===== src/rtl/pipe_ctrl.sv =====
// Execution-stage issue/hazard controller: scoreboard, bubble insertion, branch flush.
// Optional feature macro: PIPE_CTRL_FWD_EN (with EX->EX forwarding only loads block readers).
module pipe_ctrl #(
    parameter int NREG         = 8,
    parameter int AW           = 3,
    parameter int FLUSH_CYCLES = 2
) (
    input  logic            clk,
    input  logic            rst,
    input  logic            id_valid,
    input  logic [AW-1:0]   id_rd_addr,
    input  logic [AW-1:0]   id_rs_addr,
    input  logic            id_use_rd,
    input  logic            id_use_rs,
    input  logic            id_wb,
    input  logic            id_is_ld,
    input  logic            ex_pc_w,
    input  logic            wb_we,
    input  logic [AW-1:0]   wb_addr,
    output logic            id_stall,
    output logic            ex_valid,
    output logic            flush_o,
    output logic [NREG-1:0] busy,
    output logic [1:0]      state,
    output logic [15:0]     stall_cnt
);

    typedef enum logic [1:0] {
        RUN   = 2'd0,
        STALL = 2'd1,
        FLUSH = 2'd2
    } state_t;

    localparam logic [NREG-1:0] ONE = {{(NREG-1){1'b0}}, 1'b1};

    state_t          cur;
    state_t          nxt;
    logic [3:0]      fcnt;
    logic [3:0]      fcnt_nxt;
    logic            flush_nxt;
    logic [15:0]     cnt_nxt;
    logic [NREG-1:0] clr_vec;
    logic [NREG-1:0] set_vec;
    logic [NREG-1:0] eff_busy;
    logic            hazard;
    logic            take;
    logic            issue;
    logic            sets_busy;

`ifdef PIPE_CTRL_FWD_EN
    assign sets_busy = id_is_ld;
`else
    // every writer blocks its readers until writeback, loads included
    assign sets_busy = id_is_ld | 1'b1;
`endif

    assign clr_vec  = wb_we ? (ONE << wb_addr) : '0;
    assign eff_busy = busy & ~clr_vec;

    assign hazard = (id_use_rd & eff_busy[id_rd_addr])
                  | (id_use_rs & eff_busy[id_rs_addr])
                  | (id_wb     & eff_busy[id_rd_addr]);

    assign take     = ex_valid & ex_pc_w;
    assign issue    = id_valid & ~hazard & ~take & (cur != FLUSH);
    assign id_stall = id_valid & ~issue;

    assign set_vec = (issue & id_wb & sets_busy) ? (ONE << id_rd_addr) : '0;
    assign state   = cur;

    always_comb begin
        nxt       = cur;
        fcnt_nxt  = fcnt;
        flush_nxt = 1'b0;
        cnt_nxt   = stall_cnt;
        unique case (cur)
            RUN, STALL: begin
                if (take) begin
                    nxt       = FLUSH;
                    flush_nxt = 1'b1;
                    fcnt_nxt  = 4'(FLUSH_CYCLES - 1);
                end else if (id_valid && hazard) begin
                    nxt = STALL;
                    if (stall_cnt != 16'hFFFF)
                        cnt_nxt = stall_cnt + 16'd1;
                end else begin
                    nxt = RUN;
                end
            end
            FLUSH: begin
                if (fcnt == 4'd0) begin
                    nxt = RUN;
                end else begin
                    flush_nxt = 1'b1;
                    fcnt_nxt  = fcnt - 4'd1;
                end
            end
            default: begin
                nxt = RUN;
            end
        endcase
    end

    always_ff @(posedge clk or posedge rst) begin
        if (rst) begin
            cur       <= RUN;
            fcnt      <= 4'd0;
            flush_o   <= 1'b0;
            stall_cnt <= 16'd0;
            ex_valid  <= 1'b0;
            busy      <= '0;
        end else begin
            cur       <= nxt;
            fcnt      <= fcnt_nxt;
            flush_o   <= flush_nxt;
            stall_cnt <= cnt_nxt;
            ex_valid  <= issue;
            busy      <= (busy & ~clr_vec) | set_vec;
        end
    end

endmodule


===== config.mk =====
export PLATFORM = sky130hd
export DESIGN_NAME = pipe_ctrl
export DESIGN_NICKNAME = d
export VERILOG_FILES = /design/src/rtl/pipe_ctrl.sv
export SDC_FILE = /design/constraint.sdc
export NUM_CORES = 1
export LEC_CHECK = 0
export ABC_CLOCK_PERIOD_IN_PS = 2700
export CORE_ASPECT_RATIO = 1.4
export CORE_UTILIZATION = 31
export CTS_BUF_LIST = sky130_fd_sc_hd__clkbuf_8
export DETAILED_ROUTE_END_ITERATION = 10
export HOLD_SLACK_MARGIN = 0.1
export SLEW_MARGIN = 0
export SYNTH_ARGS = -nofsm -noshare
export SYNTH_HDL_FRONTEND = slang
export SYNTH_SLANG_ARGS = --single-unit

===== constraint.sdc =====
create_clock -name clk -period 2.7 [get_ports clk]
set_input_delay 0.675 -clock clk [delete_from_list [all_inputs] [get_ports clk]]
set_output_delay 0.675 -clock clk [all_outputs]
set_load 0.02 [all_outputs]

======== Word-level counts from Yosys, hierarchy flattened ========
Cells that the tools add are included.
operators by class
  $add $sub $neg .......................... 2
  order comparisons ....................... 2
  equality and inequality tests ........... 7
  shift-type cells ........................ 2
  mux-type cells .......................... 16
  bitwise gates (word level) .............. 17
  reduce and logical (&&, ||, !) cells .... 7
operators with widths
  cell                                                                  number
  16-bit by 1-bit adder with 16-bit output, second input constant       1
  8-bit 2-to-1 mux                                                      2
  16-bit inequality test, second input constant                         1
  1-bit by 3-bit << shifter with 8-bit output, first input constant     2
  1-bit AND                                                             9
  8-bit AND                                                             1
  3-bit by 4-bit < comparator with 1-bit output, second input constant  2
  4-bit 2-to-1 mux                                                      2
  2-bit inequality test, second input constant                          4
  8-bit inverter                                                        1
  8-bit OR                                                              1
  4-bit one-hot mux with 2 select lines                                 1
  1-bit binary-select mux with 3-bit select                             2
  1-bit 2-to-1 mux                                                      5
  4-bit logical NOT                                                     1
  2-bit 2-to-1 mux                                                      2
  2-bit one-hot mux with 2 select lines                                 1
  4-bit AND reduction                                                   1
  4-bit by 1-bit subtractor with 4-bit output, second input constant    1
  1-bit inverter                                                        3
  3-bit AND reduction                                                   1
  2-bit by 1-bit == test with 1-bit output, second input constant       1
  2-bit == test, second input constant                                  1
  2-bit logical NOT                                                     1
  other kinds (5)                                                       6
storage, ports and cells
  bits in registers ....................... 32

======== Logic depth before layout (Yosys ltp) ========
  word-level depth ........................ 16
  mapped depth ............................ 8

======== Least setup slack after synthesis ========
Ideal clock, no wire load.
  path kind ............................... input to output
  from .................................... input wb_addr[1]
  to ...................................... output id_stall
  arrival ................................. 2298 ps
  required time ........................... 2025 ps
  slack ................................... -273 ps
  cell stages on the path ................. 7
  buffers on the path ..................... 1
  cell sequence ........................... and4bb_1 > o32a_1 > a32o_1 > o32ai_4 > or3_1 > buf_6 > and2_1
on the way
  word-level cells in the longest chain between the ends .. 15
  elaborated cells on any way between the ends .. 19
  classes of those cells .................. shift (1); mux (5); bitwise (13)
RTL lines
  item                                                          RTL line    RTL
  start, declared                                               19          input logic [AW-1:0] wb_addr,
  1-bit by 3-bit << shifter with 8-bit output (*)               57          assign clr_vec = wb_we ? (ONE << wb_addr) : '0;
  8-bit 2-to-1 mux (*)                                          57
  8-bit inverter (*)                                            58          assign eff_busy = busy & ~clr_vec;
  8-bit AND (*)                                                 58
  1-bit binary-select mux with 3-bit select (on tied branches)  60, 62, 61
  1-bit 2-to-1 mux (on tied branches)                           60, 62, 61
  1-bit AND (on tied branches)                                  60, 61
  1-bit OR                                                      61          | (id_use_rs & eff_busy[id_rs_addr])
  1-bit OR (*)                                                  62          | (id_wb & eff_busy[id_rd_addr]);
  1-bit inverter (*)                                            65          assign issue = id_valid & ~hazard & ~take & (cur != FLUSH);
  1-bit AND (*) (3 in series)                                   65
  1-bit inverter (*)                                            66          assign id_stall = id_valid & ~issue;
  1-bit AND (*)                                                 66
  end, declared                                                 20          output logic id_stall,
Mark *: on every way between the ends. The rest lies on a longest branch, timed or not. The select of a mux whose other input is x is not followed.

======== Worst setup path after layout ========
  from .................................... input id_rd_addr[2]
  to ...................................... output id_stall
on the way
  word-level cells in the longest chain between the ends .. 11
  elaborated cells on any way between the ends .. 12
  classes of those cells .................. mux (2); bitwise (10)
RTL lines
  item                                           RTL line  RTL
  start, declared                                11        input logic [AW-1:0] id_rd_addr,
  1-bit binary-select mux with 3-bit select (*)  60, 62
  1-bit 2-to-1 mux (not written as such) (*)     60, 62
  1-bit AND                                      60        assign hazard = (id_use_rd & eff_busy[id_rd_addr])
  1-bit OR                                       61
  1-bit OR (*)                                   62
  1-bit inverter (*)                             65
  1-bit AND (*) (3 in series)                    65
  1-bit inverter (*)                             66
  1-bit AND (*)                                  66
Marked as above.

==> metrics.yaml <==
drt_pass1_iterations: 4
maxSlewViolCount: 0
path_class: "in -> out"
area_growth_pct: 55.5
critPathMaxFanout: 7
die_area_mm2: 0.00626
vias: 1707
synthCells: 174
critical-path-top-delay-family: "simple AND/OR/NAND/NOR gates"
max_clock_freq_mhz: 331
fillCellCount: 533
pwr-share-clk: 0.230
violations: "setup timing"
via_per_inst: 5.08
cp_slowest_cell: "or3_4"
cts_root_buffer: "clkbuf_8"
slowest_delay_ns: 0.38
hold-worst-slack_ns: 0.498
hold_violations: 0
rsz0062_at_grt: "yes"
tightest_slew_ns: 0.444
rows: 32
hold_buffers: 0
coreArea_mm2: 0.00561
ys.warnings.count: 0
utilization: 0.511
clkSinkCount: 32
hold_depth: 1
cp_cell_sequence: "dlygate4sd2_1 > or2_2 > o221ai_4 > o32ai_4 > or3_4 > and2_4 > buf_6"
grt_overflow: 0
startpoint: "id_rd_addr[2]"
worst_ep_arrival_time_ns: 2.35
cts_buffer_depth: 2
syn_area_per_cell_um2: 10.6
synth-seq-cells: 32
gp_congestion: 0.785
p_int_w: 0.00129
hold_class: "reg -> reg"
p_leak_nw: 1.28
cap_viol_max_count: 0
ff2ff_setup_slack_ns: 0.45
pwr-share-comb: 0.431
yosysSeqAreaShare: 0.435
peakVddDrop_uv: 597
slew-limit-headroom: 0.701
hpwl_mm: 3.67
grt_pass1_vias: 1653
wire_per_inst_um: 15.2
start_util: 0.329
drive_gt1_frac: 0.313
fin_ws_ns: -0.324
syn_area_mm2: 0.00184
antennaDiodeCount: 0
finalCriticalPeriod_ns: 3.02
r2r_start: "busy[4]"
drc: 0
critical_path_depth: 7
seqPwrFrac: 0.339
synth_nets: 194
grt_util_all_layers: 0.170
timing.final.crit_share: 1.12
critPathBufInv: 2
io_buffers: 45
wirelength_mm: 5.09
fin_skew_ns: 0.00823
p_per_area_mw_per_mm2: 681
r2r.worst_path.cells: 8
p_sw_w: 0.000661
ant_nets: 0
num_io_pins: 47
hp-start: "stall_cnt[12]"
die_y_um: 93.2
cts_tree: "done"
total_power_w: 0.00195
grt_pass1_wl_mm: 7.87
die_width_um: 67.1
clkLatencyLatePin_ns: 0.28
cts-buffers-inserted: 5
nets: 287
worstPathRequired_ns: 2.03
critPathLaunchType: "primary input"
fin_setup_tns_ns: -0.324
drt_iter0_drc: 52
htreeDepth: 2
ys_types: 42
clk_pin_slew_worst_paths_ns: 0.07
finalSetupViolations: 1
p_sw_frac: 0.339
antenna_found_initial: 0
outcome: "complete, but fails checks"
critPathCaptureType: "output pin"
grt_max_degree: 33
-- cells in the final DEF (no fill, tap or decap), types with 3 or more instances in the layout --
| master | count |
|---|---|
| o32ai_2 | 5 |
| inv_1 | 12 |
| dfrtp_1 | 32 |
| dlygate4sd2_1 | 6 |
| o21ai_0 | 5 |
| and4bb_1 | 3 |
| nand2_1 | 15 |
| nand3_1 | 6 |
| clkdlybuf4s50_1 | 34 |
| nand4_1 | 9 |
| nor2_1 | 4 |
| and3_1 | 10 |
| and2_1 | 3 |
| or2_2 | 4 |
| nand2b_1 | 5 |
| buf_6 | 5 |
| xnor2_1 | 16 |
| clkbuf_8 | 5 |
| buf_4 | 44 |
-- routing by layer --
metal,GRT usage,up-vias,part of all wire
li1,-,827,-
met1,0.185,832,0.40
met2,0.304,39,0.54
met3,0.0317,9,0.036
met4,0.0833,0,0.022
met5,0,-,0
-- power by group through the flow --
stage | Sequential, W | Combinational [W] | Clock, W
6_report | 0.000661 | 0.000840 | 0.000449
3_3_place_gp | 0.000669 | 0.000800 | 0
2_1_floorplan | 0.000764 | 0.000317 | 0
5_1_grt | 0.000678 | 0.000910 | 0.000482
3_5_place_dp | 0.000670 | 0.000810 | 0
4_1_cts | 0.000662 | 0.000832 | 0.000464
-- logic make-up after synthesis --
family	Yosys count	share of synthesized area
fa+ha+maj	2	0.0136
xor+xnor	17	0.0808
buf+inv	17	0.0435
flops	32	0.435
compound gates	27	0.158
simple gates	77	0.257
mux	2	0.0122
-- repair_timing --
action                     4_1_cts  5_1_grt
gates resized for setup         41       12
hold endpoints to repair         0        0
pin swaps                        7       10
setup buffers                    4        1
cloned                           0        0
setup endpoints to repair       23        2
-- layout make-up --
cell class | instances | area, um2 | area share
clock buffer | 5 | 68.8 | 0.0240
clock inverter | 3 | 38.8 | 0.0135
inverter | 12 | 45.0 | 0.0157
multi-input combinational | 125 | 1020 | 0.355
sequential | 32 | 801 | 0.280
tap | 68 | 85.1 | 0.0297
timing repair buffer | 91 | 810 | 0.283
-- cells in the mapped netlist --
master,count,area share
inv_1,11,0.022
and4_1,1,0.0048
ha_1,2,0.014
o32ai_1,4,0.019
xor2_1,1,0.0048
and2_1,4,0.014
nand4b_1,2,0.0095
nor2b_1,3,0.010
o22ai_1,3,0.010
and3_4,1,0.0061
a311oi_1,1,0.0048
and4b_1,2,0.011
or3_1,2,0.0068
nor3_1,1,0.0027
o32ai_4,2,0.030
o31ai_1,1,0.0041
and3_1,10,0.034
buf_2,1,0.0027
xnor2_1,16,0.076
or2_2,4,0.014
nor2_1,4,0.0081
a32o_1,2,0.011
and4bb_1,3,0.020
nor4_1,1,0.0034
o32ai_2,3,0.026
o221ai_2,1,0.0081
o21ai_0,5,0.014
nand3_1,6,0.016
nand2b_1,5,0.017
nor4b_2,1,0.0081
o41ai_2,2,0.018
mux2_1,2,0.012
o211ai_1,1,0.0041
nand4_1,9,0.031
o21bai_1,1,0.0041
clkbuf_1,2,0.0041
o32a_1,1,0.0054
nand3b_1,2,0.0081
nand2_1,16,0.033
buf_6,2,0.012
dfrtp_1,32,0.43
inv_2,1,0.0020
-- worst paths after layout --
path / to
max: id_stall
min: stall_cnt[12]
max reg2reg: stall_cnt[15]
min reg2reg: stall_cnt[12]
max in group asynchronous: state[1]
min in group asynchronous: fcnt[3]
-- metrics by stage --
| stage | worst slack [ns] | cell area (um2) | cells |
|---|---|---|---|
| finish | -0.324 | 2860 | 336 |
| floorplan | -0.238 | 1840 | 174 |
| detailed placement | -1.26 | 2660 | 324 |
| global route | -0.370 | 2860 | 336 |
| CTS | -0.350 | 2820 | 336 |
| global placement | -1.22 | 2660 | 324 |
-- state kept, by name, summed over array words and instances, names as in the netlist --
signal,flops
flush_o,1
ex_valid,1
busy,8
stall_cnt,16
fcnt,4
state,2
Power figures use the tool's default switching activity.
